[src/rtl/comparator_pkg.sv]
// rtl/comparator_pkg.sv - shared types and defaults for the 2-bit comparator
//
// Purpose : holds the default result-counter width and the 2-bit operand type
//           shared by comparator and its tests.
// Contents: CNT_W_DEFAULT (default counter width), operand_t (unsigned 0..3).
package comparator_pkg;

    localparam int CNT_W_DEFAULT = 8;

    typedef logic [1:0] operand_t;

endpackage

[src/rtl/sat_counter.sv]
// rtl/sat_counter.sv - saturating event counter with synchronous clear
//
// Purpose : counts single-cycle increment requests, sticking at all-ones
//           instead of wrapping.
// Ports   : clk   - rising-edge clock
//           rst   - asynchronous active-high reset, forces count to 0
//           inc   - add one this edge (ignored once saturated)
//           clr   - synchronous clear, wins over inc
//           count - current count, W bits
module sat_counter #(
    parameter int W = 8
) (
    input  logic         clk,
    input  logic         rst,
    input  logic         inc,
    input  logic         clr,
    output logic [W-1:0] count
);

    logic at_max;

    assign at_max = &count;

    always_ff @(posedge clk or posedge rst) begin
        if (rst) begin
            count <= '0;
        end else if (clr) begin
            count <= '0;
        end else if (inc && !at_max) begin
            count <= count + 1'b1;
        end
    end

endmodule

[src/rtl/comparator.sv]
// rtl/comparator.sv - registered 2-bit magnitude comparator with result counters
//
// Purpose : compares A = {a1,a0} against B = {b1,b0} (unsigned), registers a
//           one-hot gt/eq/lt result one cycle after an accepted pair, and
//           counts each result kind in a saturating counter.
// Ports   : clk, rst          - clock and asynchronous active-high reset
//           a1, a0, b1, b0    - operand bits (bit 1 is MSB)
//           in_valid          - operands are valid this cycle; no back-pressure
//           cnt_clr           - synchronous clear of all three counters
//           f1, f2, f3        - registered A>B, A==B, A<B (all zero = no result yet)
//           out_valid         - in_valid delayed by one cycle
//           gt_cnt, eq_cnt, lt_cnt - saturating counts of accepted results
module comparator
    import comparator_pkg::*;
#(
    parameter int CNT_W = CNT_W_DEFAULT
) (
    input  logic             clk,
    input  logic             rst,
    input  logic             a1,
    input  logic             a0,
    input  logic             b1,
    input  logic             b0,
    input  logic             in_valid,
    input  logic             cnt_clr,
    output logic             f1,
    output logic             f2,
    output logic             f3,
    output logic             out_valid,
    output logic [CNT_W-1:0] gt_cnt,
    output logic [CNT_W-1:0] eq_cnt,
    output logic [CNT_W-1:0] lt_cnt
);

    operand_t op_a;
    operand_t op_b;
    logic     is_gt;
    logic     is_eq;
    logic     is_lt;

    assign op_a  = {a1, a0};
    assign op_b  = {b1, b0};
    assign is_gt = (op_a > op_b);
    assign is_eq = (op_a == op_b);
    assign is_lt = (op_a < op_b);

    // Flags only move on an accepted pair, so they hold the last result
    // across idle cycles; out_valid tells the consumer when they are fresh.
    always_ff @(posedge clk or posedge rst) begin
        if (rst) begin
            f1        <= 1'b0;
            f2        <= 1'b0;
            f3        <= 1'b0;
            out_valid <= 1'b0;
        end else begin
            out_valid <= in_valid;
            if (in_valid) begin
                f1 <= is_gt;
                f2 <= is_eq;
                f3 <= is_lt;
            end
        end
    end

    sat_counter #(.W(CNT_W)) u_gt_cnt (
        .clk   (clk),
        .rst   (rst),
        .inc   (in_valid && is_gt),
        .clr   (cnt_clr),
        .count (gt_cnt)
    );

    sat_counter #(.W(CNT_W)) u_eq_cnt (
        .clk   (clk),
        .rst   (rst),
        .inc   (in_valid && is_eq),
        .clr   (cnt_clr),
        .count (eq_cnt)
    );

    sat_counter #(.W(CNT_W)) u_lt_cnt (
        .clk   (clk),
        .rst   (rst),
        .inc   (in_valid && is_lt),
        .clr   (cnt_clr),
        .count (lt_cnt)
    );

endmodule

[config.mk]
export PLATFORM = sky130hd
export DESIGN_NAME = comparator
export DESIGN_NICKNAME = d
export VERILOG_FILES = /design/src/rtl/comparator_pkg.sv /design/src/rtl/sat_counter.sv /design/src/rtl/comparator.sv
export SDC_FILE = /design/constraint.sdc
export NUM_CORES = 1
export LEC_CHECK = 0
export ABC_AREA = 0
export CAP_MARGIN = 20
export CORE_ASPECT_RATIO = 1.4
export CORE_MARGIN = 1.5
export CORE_UTILIZATION = 53
export CTS_CLUSTER_DIAMETER = 30
export DETAILED_ROUTE_END_ITERATION = 8
export PLACE_DENSITY = 0.93
export SYNTH_ARGS = -nofsm -noshare
export SYNTH_HDL_FRONTEND = slang
export SYNTH_SLANG_ARGS = --single-unit
export TNS_END_PERCENT = 50
[constraint.sdc]
create_clock -name clk -period 3.6 [get_ports clk]
set_input_delay 0.9 -clock clk [delete_from_list [all_inputs] [get_ports clk]]
set_output_delay 0.9 -clock clk [all_outputs]
set_load 0.01 [all_outputs]
==> out/metrics.cfg <==
[outcome]
status=complete, no violations

[drt]
wl_mm=3.65
first_pass_iters=4
vias=1405
drtIter0Drc=43
vias_per_cell=6.08
wl_per_cell_um=15.8
drc=0
ant_nets=0

[flow_run]
drv_cap=0

[synthesis]
synth_nets=169
async_flop_share_pct=100
yosysWarnings=0
yosys.area_share.simple_pct=20.0
seq_area_frac_synth_pct=46.6
synth_ff_type=dfrtp_1
synth_compound_area_share_pct=18.0
avgSynthCellArea_um2=9.65
synth.area.mux_share_pct=4.99
yosys.area_share.xor_xnor_pct=2.91
synth_edf_count=0
netlist_instances=156
synth-seq-cells=28
synth_fa_ha_area_share_pct=4.16
synth_top_family_by_area=simple AND/OR/NAND/NOR gates
netlist-cell-type-count=37
netlist_area_um2=1510

[grt]
grt_max_degree=29
antenna_found_initial=0
grt_use_total_pct=27.1
grt_pass1_vias=1334
grt_pass1_wl_mm=6.11
overflow=0

[setup_path]
worstSetupEndpointType=register
cp.arrival_ns=2.92
r2r_start=u_lt_cnt.count[3]
start_kind=input port
reg2reg_setup_slack_ns=1.87
cp-startpoint=b1
crit_path_max_fanout=6
crit_chain=clkdlybuf4s50_1, inv_1, ha_1, nand2b_1, nand3_1, o311ai_0, o41ai_1
reg2reg_depth=4
cp_slowest_cell=o311ai_0
required_ns=3.82
cp-endpoint=u_lt_cnt.count[7]
crit_type=in2reg
r2r-end=u_lt_cnt.count[0]
cpPeakStageDelay_ns=0.51

[die]
pin_count=36
die_area_um2=3170
core_um2=2670
die_h_um=66.1
start_util_pct=56.4
rows=22
fp.dieW_um=48.0

[timing]
grt_setup_unrepaired=no
tns_ns=0
worstMarginPinSlew_ns=0.471
min_period_ns=2.70
fmax_mhz=370
hold_viol=0
skew_ns=0.00292
period_share_pct=75.1
slew_headroom_pct=68.4
finalSetupViolations=0
slew_violations=0

[worst_hold_path]
hold_class=reg2reg
min_path_cells=2

[clock_network]
cts_hold_buf=0
cts_buffer_depth=2
clk_latency_ns=0.35
cts-root-buf=clkbuf_4
cts_tree=yes
path_clk_slew_ns=0.16
cts_resized=0
cts_buffers=3
post_cts_buffers=0
cts.sinks=28
h-tree-depth=1

[final_layout]
area_growth_pct=30.3
diodes=0
fin_area_um2=1960
final_layout_size_suffix_gt1_share_pct=7.18
n_fill_cell=198
final_nets=209
layoutNonFillerInstCount=231

[placed_design]
gp_congestion=0.844
place_inst=227
port_buffers=35
dpl.hpwl_mm=2.64
placed_area_um2=1910

[pwr]
leakage_nw=0.825
p_per_area_nw_per_um2=322
ir_drop_mv=0.293

==> per-stage QoR <==
stage | util [%] | power [mW] | setup WS [ns] | hold WS (ns)
2_1_floorplan | - | 0.380 | 1.25 | 0.537
3_3_place_gp | 71.5 | 0.417 | 0.730 | 0.501
3_5_place_dp | 71.5 | 0.423 | 0.630 | 0.518
4_1_cts | 73.4 | 0.631 | 0.936 | 0.548
5_1_grt | 73.4 | 0.652 | 0.776 | 0.582
6_report | 73.4 | 0.632 | 0.896 | 0.538
==> cell families (layout without fill, tap and decap cells) <==
group                    after synthesis  in the layout
multiplexers                           7              7
AO/OA/AOI/OAI                         37             37
flip-flops                            28             28
XOR/XNOR                               5              5
adder cells (fa/ha/maj)                5              5
AND/OR/NAND/NOR                       60             60
buffers and inverters                 14             53
==> synthesized netlist by cell type (4+ instances only) <==
library cell	count	area [um^2]
nor2b_1	4	25.0
nor2_1	14	52.6
ha_1	5	62.6
inv_1	12	45.0
dfrtp_1	28	701
nand2_1	14	52.6
xor2_1	5	43.8
a21oi_1	6	30.0
a31oi_1	4	25.0
nand3_1	6	30.0
o21ai_0	6	30.0
mux2_2	4	45.0
nor3_1	4	20.0
and3_1	5	31.3
==> layout make-up <==
| type | count | area, um^2 | area share (%) |
|---|---|---|---|
| Clock inverter | 1 | 30.0 | 1.53 |
| Clock buffer | 3 | 22.5 | 1.15 |
| Multi-Input combinational cell | 114 | 752 | 38.4 |
| Inverter | 12 | 45.0 | 2.30 |
| Timing Repair Buffer | 37 | 365 | 18.6 |
| Tap cell | 36 | 45.0 | 2.30 |
| Sequential cell | 28 | 701 | 35.7 |
==> worst min-delay path by stage <==
stage | start | end | slack, ns
finish | f2 | f2 | 0.54
global placement | u_lt_cnt.count[7] | u_lt_cnt.count[7] | 0.50
CTS | f2 | f2 | 0.55
global route | f3 | f3 | 0.58
detailed placement | u_lt_cnt.count[7] | u_lt_cnt.count[7] | 0.52
floorplan | u_lt_cnt.count[7] | u_lt_cnt.count[7] | 0.54
==> layout by cell type, fill, tap and decap left out, drive strengths merged, types with 5 or more instances in the layout <==
master,n
clkdlybuf4s50,35
dfrtp,28
nand2,14
nor2,14
inv,12
nand3,6
a21oi,6
o21ai,6
and3,5
xor2,5
ha,5
==> per-layer routing <==
| layer | global-route usage (%) | routed length (um) |
|---|---|---|
| met3 | 4.64 | 136 |
| met4 | 10.8 | 87 |
| met1 | 33.8 | 1450 |
| met5 | 0 | 0 |
| met2 | 44.7 | 1980 |
==> registers in the layout, summed over array words and instances (netlist names) <==
register and count:
out_valid 1, u_lt_cnt.count 8, f1 1, u_gt_cnt.count 8, u_eq_cnt.count 8, f3 1
f2 1
==> report_power, final <==
group	leakage (nW)	total [mW]	switching, mW	internal (mW)
Clock	0.0279	0.215	0.102	0.113
Sequential	0.383	0.333	0.00860	0.324
Combinational	0.414	0.0842	0.0445	0.0396
==> critical path: cells and delay by family <==
| family | cells | cell delay [ns] |
|---|---|---|
| AO/OA/AOI/OAI | 2 | 0.71 |
| adder cells (fa/ha/maj) | 1 | 0.31 |
| buffers and inverters | 2 | 0.50 |
| AND/OR/NAND/NOR | 2 | 0.49 |
Power figures use the tool's default switching activity.
